`src/rtl/cnn_window_buffer_if.sv`:
```
// Pixel-in / window-out bundle for the CNN window buffer.
// CNN_WIN_COORD_EN adds the window centre coordinate outputs.
interface cnn_window_buffer_if #(
  parameter int MAX_PIXEL_BITS = 8,
  parameter int IMG_WIDTH      = 16,
  parameter int IMG_HEIGHT     = 16
);
  localparam int CW = $clog2(IMG_WIDTH);
  localparam int RW = $clog2(IMG_HEIGHT);

  logic                        px_rdy_i;
  logic [MAX_PIXEL_BITS-1:0]   in_px_i;
  logic [9*MAX_PIXEL_BITS-1:0] window_o;
  logic                        window_valid_o;
  logic                        frame_done_o;
  logic                        busy_o;
`ifdef CNN_WIN_COORD_EN
  logic [CW-1:0]               win_col_o;
  logic [RW-1:0]               win_row_o;

  modport slave (
    input  px_rdy_i, in_px_i,
    output window_o, window_valid_o,
    output frame_done_o, busy_o,
    output win_col_o, win_row_o
  );
  modport master (
    output px_rdy_i, in_px_i,
    input  window_o, window_valid_o,
    input  frame_done_o, busy_o,
    input  win_col_o, win_row_o
  );
`else
  modport slave (
    input  px_rdy_i, in_px_i,
    output window_o, window_valid_o,
    output frame_done_o, busy_o
  );
  modport master (
    output px_rdy_i, in_px_i,
    input  window_o, window_valid_o,
    input  frame_done_o, busy_o
  );
`endif
endinterface

```
`src/rtl/cnn_window_buffer.sv`:
```
// 3x3 sliding window over a raster pixel stream using two line buffers.
// Optional CNN_WIN_COORD_EN emits the window centre (col-1,row-1).
module cnn_window_buffer #(
  parameter int MAX_PIXEL_BITS = 8,
  parameter int IMG_WIDTH      = 16,
  parameter int IMG_HEIGHT     = 16
) (
  input logic                clk_i,
  input logic                reset_i,
  input logic                clear_i,
  cnn_window_buffer_if.slave bus
);
  localparam int W  = MAX_PIXEL_BITS;
  localparam int CW = $clog2(IMG_WIDTH);
  localparam int RW = $clog2(IMG_HEIGHT);
  localparam logic [CW-1:0] COL_LAST = CW'(IMG_WIDTH - 1);
  localparam logic [RW-1:0] ROW_LAST = RW'(IMG_HEIGHT - 1);

  logic          rst;
  logic [CW-1:0] col_q, col_d;
  logic [RW-1:0] row_q, row_d;
  logic [W-1:0]  lb1_q [IMG_WIDTH];
  logic [W-1:0]  lb1_d [IMG_WIDTH];
  logic [W-1:0]  lb2_q [IMG_WIDTH];
  logic [W-1:0]  lb2_d [IMG_WIDTH];
  logic [W-1:0]  win_q [9];
  logic [W-1:0]  win_d [9];
  logic          valid_q, valid_d;
  logic          done_q, done_d;
  logic          busy_q, busy_d;
  logic          col_end, row_end, last;
`ifdef CNN_WIN_COORD_EN
  logic [CW-1:0] wcol_q, wcol_d;
  logic [RW-1:0] wrow_q, wrow_d;
`endif

  assign rst     = reset_i | clear_i;
  assign col_end = (col_q == COL_LAST);
  assign row_end = (row_q == ROW_LAST);
  assign last    = col_end & row_end;

  always_comb begin
    col_d   = col_q;
    row_d   = row_q;
    lb1_d   = lb1_q;
    lb2_d   = lb2_q;
    win_d   = win_q;
    valid_d = 1'b0;
    done_d  = 1'b0;
    busy_d  = busy_q;
`ifdef CNN_WIN_COORD_EN
    wcol_d  = wcol_q;
    wrow_d  = wrow_q;
`endif
    if (bus.px_rdy_i) begin
      col_d = col_end ? '0 : col_q + 1'b1;
      if (col_end)
        row_d = row_end ? '0 : row_q + 1'b1;
      // new right column uses line-buffer contents before this write
      lb2_d[col_q] = lb1_q[col_q];
      lb1_d[col_q] = bus.in_px_i;
      for (int r = 0; r < 3; r++) begin
        win_d[3*r]   = win_q[3*r+1];
        win_d[3*r+1] = win_q[3*r+2];
      end
      win_d[2] = lb2_q[col_q];
      win_d[5] = lb1_q[col_q];
      win_d[8] = bus.in_px_i;
      valid_d  = (col_q >= CW'(2)) && (row_q >= RW'(2));
      done_d   = last;
      busy_d   = ~last;
`ifdef CNN_WIN_COORD_EN
      wcol_d   = col_q - 1'b1;
      wrow_d   = row_q - 1'b1;
`endif
    end
  end

  always_ff @(posedge clk_i) begin
    if (rst) begin
      col_q   <= '0;
      row_q   <= '0;
      valid_q <= 1'b0;
      done_q  <= 1'b0;
      busy_q  <= 1'b0;
      for (int i = 0; i < IMG_WIDTH; i++) begin
        lb1_q[i] <= '0;
        lb2_q[i] <= '0;
      end
      for (int k = 0; k < 9; k++)
        win_q[k] <= '0;
`ifdef CNN_WIN_COORD_EN
      wcol_q  <= '0;
      wrow_q  <= '0;
`endif
    end else begin
      col_q   <= col_d;
      row_q   <= row_d;
      valid_q <= valid_d;
      done_q  <= done_d;
      busy_q  <= busy_d;
      lb1_q   <= lb1_d;
      lb2_q   <= lb2_d;
      win_q   <= win_d;
`ifdef CNN_WIN_COORD_EN
      wcol_q  <= wcol_d;
      wrow_q  <= wrow_d;
`endif
    end
  end

  for (genvar k = 0; k < 9; k++) begin : g_pack
    assign bus.window_o[k*W +: W] = win_q[k];
  end

  assign bus.window_valid_o = valid_q;
  assign bus.frame_done_o   = done_q;
  assign bus.busy_o         = busy_q;
`ifdef CNN_WIN_COORD_EN
  assign bus.win_col_o      = wcol_q;
  assign bus.win_row_o      = wrow_q;
`endif
endmodule

```
`src/flat_wrapper.sv`:
```
// flat-port wrapper written by rule: the top's interface ports become plain ports
module cnn_window_buffer_flat 
#(
  parameter int MAX_PIXEL_BITS = 8,
  parameter int IMG_WIDTH      = 16,
  parameter int IMG_HEIGHT     = 16
)
  (clk_i, reset_i, clear_i, bus_px_rdy_i, bus_in_px_i, bus_window_o, bus_window_valid_o, bus_frame_done_o, bus_busy_o);
  cnn_window_buffer_if #(.MAX_PIXEL_BITS(MAX_PIXEL_BITS), .IMG_WIDTH(IMG_WIDTH), .IMG_HEIGHT(IMG_HEIGHT)) bus_i ();
  input logic clk_i;
  input logic reset_i;
  input logic clear_i;
  input wire logic [$bits(bus_i.px_rdy_i)-1:0] bus_px_rdy_i;
  input wire logic [$bits(bus_i.in_px_i)-1:0] bus_in_px_i;
  output wire logic [$bits(bus_i.window_o)-1:0] bus_window_o;
  output wire logic [$bits(bus_i.window_valid_o)-1:0] bus_window_valid_o;
  output wire logic [$bits(bus_i.frame_done_o)-1:0] bus_frame_done_o;
  output wire logic [$bits(bus_i.busy_o)-1:0] bus_busy_o;
  assign bus_i.px_rdy_i = bus_px_rdy_i;
  assign bus_i.in_px_i = bus_in_px_i;
  assign bus_window_o = bus_i.window_o;
  assign bus_window_valid_o = bus_i.window_valid_o;
  assign bus_frame_done_o = bus_i.frame_done_o;
  assign bus_busy_o = bus_i.busy_o;
  cnn_window_buffer #(.MAX_PIXEL_BITS(MAX_PIXEL_BITS), .IMG_WIDTH(IMG_WIDTH), .IMG_HEIGHT(IMG_HEIGHT)) u_core (.clk_i(clk_i), .reset_i(reset_i), .clear_i(clear_i), .bus(bus_i));
endmodule
```
`config.mk`:
```
export PLATFORM = sky130hd
export DESIGN_NAME = cnn_window_buffer_flat
export DESIGN_NICKNAME = d
export VERILOG_FILES = /design/src/rtl/cnn_window_buffer_if.sv /design/src/rtl/cnn_window_buffer.sv /design/src/flat_wrapper.sv
export SDC_FILE = /design/constraint.sdc
export NUM_CORES = 1
export LEC_CHECK = 0
export CAP_MARGIN = 10
export CORE_MARGIN = 5
export CORE_UTILIZATION = 50
export CTS_BUF_LIST = sky130_fd_sc_hd__clkbuf_8
export CTS_CLUSTER_SIZE = 20
export DETAILED_ROUTE_END_ITERATION = 12
export GPL_ROUTABILITY_DRIVEN = 0
export PLACE_DENSITY = 0.68
export SETUP_SLACK_MARGIN = 0.02
export SLEW_MARGIN = 20
export SYNTH_ARGS = -nofsm -noshare
export SYNTH_HDL_FRONTEND = slang
export SYNTH_SLANG_ARGS = --single-unit
```
`constraint.sdc`:
```
create_clock -name clk_i -period 7.7 [get_ports clk_i]
set_input_delay 1.155 -clock clk_i [delete_from_list [all_inputs] [get_ports clk_i]]
set_output_delay 1.155 -clock clk_i [all_outputs]
set_load 0.1 [all_outputs]
```
==> flow_metrics.py <==
metrics = {
    "place": {
        "io_buffers": 86,
        "place_hpwl_um": 22700,
        "post-place-ws_ps": 4070,
    },
    "job": {
        "drv_cap": 0,
    },
    "pwr": {
        "pwr-share-seq": 0.502,
        "ir_worst_vdd_v": 0.000159,
        "power_density_nw_per_um2": 220,
        "clkPwrFrac": 0.444,
        "p_sw_mw": 0.852,
        "p_leak_nw": 5.16,
        "power_mw": 3.54,
        "intPower_mw": 2.68,
        "comb_power_share": 0.054,
        "p_sw_frac": 0.241,
    },
    "grt": {
        "grt-ovfl-total": 0,
        "grt_max_degree": 227,
        "grt_antenna_before_repair": 0,
        "grt_pass1_wl_um": 57700,
        "track_usage": 0.227,
        "first_global_vias": 10400,
    },
    "logic_synthesis": {
        "synth-edff-count": 0,
        "synth.area.top_cells": "dfxtp_1 (48%), nand2_1 (10%), mux2i_1 (9.7%)",
        "yosysUniqueCellTypes": 41,
        "synth_top_cell_by_area": "dfxtp_1",
        "ys_seq_elements": 339,
        "synth_seq_area_share": 0.478,
        "async_reset_ff_frac": 0,
        "synth_nets": 1589,
        "synth_warnings": 0,
        "synth_flop_cell": "dfxtp_1",
        "syn-mean-instance-area_um2": 9.03,
        "syn_area_um2": 14200,
        "netlist_instances": 1571,
        "synth_top_area_frac": 0.478,
    },
    "sta": {
        "setup_viol": 0,
        "clock.fmax_mhz": 292,
        "period_share": 0.446,
        "fin_tns_setup_ps": 0,
        "rsz0062_at_grt": "no",
        "worst_pin_slew_ps": 1170,
        "min_period_ps": 3430,
        "final-max-slew-violation-count": 0,
        "maxSlewHeadroom": 0.222,
        "fin_skew_ps": 31.3,
        "whs_ps": 454,
        "layout_setup_ws_ps": 4270,
        "timing_hold_violations_final": 0,
    },
    "clock_tree": {
        "cts_max_path_buffers": 3,
        "clkSlewWorstSetupHoldPaths_ps": 60,
        "clk_latency_ps": 600,
        "cts_hold_buf": 0,
        "h-tree-depth": 2,
        "post_cts_resized": 0,
        "cts_root_buf": "clkbuf_8",
        "cts_buffers": 56,
        "post_cts_buffers": 0,
        "cts_tree": "built",
        "cts.sinks": 339,
    },
    "worst_setup_path": {
        "worstSetupStartpoint": "u_core.col_q[1]$_SDFFE_PP0P_",
        "crit_path_end_kind": "flip-flop",
        "crit_end": "u_core.lb2_q[100]$_SDFFE_PP0P_",
        "cp.arrival_ps": 3900,
        "worst-r2r-cell-count": 5,
        "worst-endpoint-required_ps": 8170,
        "crit_fanout": 54,
        "r2r_start": "u_core.col_q[1]$_SDFFE_PP0P_",
        "worstSetupPathType": "flip-flop to flip-flop",
        "cp-start-kind": "flip-flop",
        "r2r_slack_ps": 4270,
        "rr_endpoint": "u_core.lb2_q[100]$_SDFFE_PP0P_",
    },
    "floorplanning": {
        "rows": 61,
        "die_area_um2": 31900,
        "start_util": 0.508,
        "die_y_um": 178,
        "fp.dieW_um": 178,
        "ios": 87,
        "coreArea_um2": 27900,
    },
    "detailed_routing": {
        "totalWireLength_um": 36600,
        "route.detailed.drc": 0,
        "detail_route.wl_per_cell_um": 18.3,
        "antenna_left": 0,
        "drtIter0Drc": 1007,
        "dr.pass1.iters": 5,
        "viasPerCell": 5.57,
        "dr_total_vias": 11200,
    },
    "finish": {
        "drive_gt1_frac": 0.0911,
        "antennaDiodeCount": 0,
        "fin_nets": 1597,
        "syn2layout_area_growth_pct": 13.2,
    },
    "outcome": {
        "status": "complete, no violations",
    },
    "hold_path": {
        "worst_hold_path_type": "flip-flop to flip-flop",
    },
}
-- stage by stage --
| stage | std cells | util | area, um^2 |
|---|---|---|---|
| 2_1_floorplan | 1571 | - | 14200 |
| 3_3_place_gp | 1899 | 0.534 | 14900 |
| 3_5_place_dp | 1899 | 0.534 | 14900 |
| 4_1_cts | 2002 | 0.575 | 16100 |
| 5_1_grt | 2002 | 0.575 | 16100 |
| 6_report | 2002 | 0.575 | 16100 |
-- critical path: stages, from the launching register on --
cell and delay, ps:
dfxtp_4 940, buf_4 660, ha_1 470, and2_1 880
nor2_1 80, a211oi_1 250
-- registers in the layout (all words and copies together) (netlist names) --
| signal | flops |
|---|---|
| u_core.bus.busy_o | 1 |
| u_core.bus.frame_done_o | 1 |
| u_core.bus.window_o | 72 |
| u_core.bus.window_valid_o | 1 |
| u_core.col_q | 4 |
| u_core.lb1_q | 128 |
| u_core.lb2_q | 128 |
| u_core.row_q | 4 |
-- routing by layer --
metal	GRT usage	vias to the layer above	share of wire
li1	-	5411	-
met2	0.360	341	0.47
met3	0.0409	64	0.065
met1	0.318	5340	0.44
met5	0	-	0
met4	0.0681	0	0.023
-- final cells by class --
class	instances	area (um^2)
clock buffers	72	991
clock inverters	31	153
fillers	2524	11900
inverters	3	13.8
multi-input cells	1086	6720
flip-flops and latches	339	6790
well taps	378	473
repair buffers	93	923
-- cells in the mapped netlist (all sizes together) (2+ instances only) --
library cell and number:
nand2 386, dfxtp 339, a21oi 185, nor2 147
mux2i 145, clkbuf 88, a211oi 73, buf 55
mux4 39, o21ai 16, o22ai 16, and2 12
a22oi 9, a221oi 8, a31oi 8, nand3 8
ha 6, and3 5, xor2 4, inv 3
nand4 3, nor3 3, nand3b 2, nor2b 2
nor4 2
-- cell usage in the layout, fill, tap and decap left out, types with 9 or more instances in the layout --
cell type        Yosys  final
inv_1                2     27
a211oi_1            72     72
mux2i_1            137    137
nor2_1             147    146
o21ai_0             16     16
and2_1              12     12
a21oi_1            185    185
dfxtp_1            339    336
o22ai_1             16     16
clkbuf_8             0     72
mux4_2              39     39
nand2_1            386    386
a22oi_1              9      9
clkdlybuf4s50_1      0     85
-- worst min-delay path by stage --
stage                                    from                              to  slack (ps)  cells after the start
3_3_place_gp   u_core.lb1_q[110]$_SDFFE_PP0P_  u_core.lb1_q[110]$_SDFFE_PP0P_         440                      2
4_1_cts         u_core.lb1_q[84]$_SDFFE_PP0P_   u_core.lb1_q[84]$_SDFFE_PP0P_         450                      2
6_report        u_core.lb2_q[58]$_SDFFE_PP0P_   u_core.lb2_q[58]$_SDFFE_PP0P_         450                      2
5_1_grt          u_core.lb2_q[8]$_SDFFE_PP0P_    u_core.lb2_q[8]$_SDFFE_PP0P_         470                      2
2_1_floorplan   u_core.lb1_q[80]$_SDFFE_PP0P_   u_core.lb1_q[80]$_SDFFE_PP0P_         430                      2
3_5_place_dp    u_core.lb1_q[84]$_SDFFE_PP0P_   u_core.lb1_q[84]$_SDFFE_PP0P_         450                      2
-- power by group through the flow --
stage          Sequential, mW  Combinational, mW  Clock [mW]
3_5_place_dp             1.81              0.190           0
2_1_floorplan            1.85              0.110           0
6_report                 1.78              0.191        1.57
3_3_place_gp             1.81              0.189           0
4_1_cts                  1.77              0.191        1.60
5_1_grt                  1.78              0.201        1.68
-- kinds of logic after synthesis --
group	share of synthesized area
and+or+nand+nor	0.161
DFF	0.478
AOI/OAI and AO/OA	0.133
muxes	0.171
buffers and inverters	0.0485
adders and majority gates	0.00529
xor gates and xnor gates	0.00309
(Power assumes the default switching activity.)
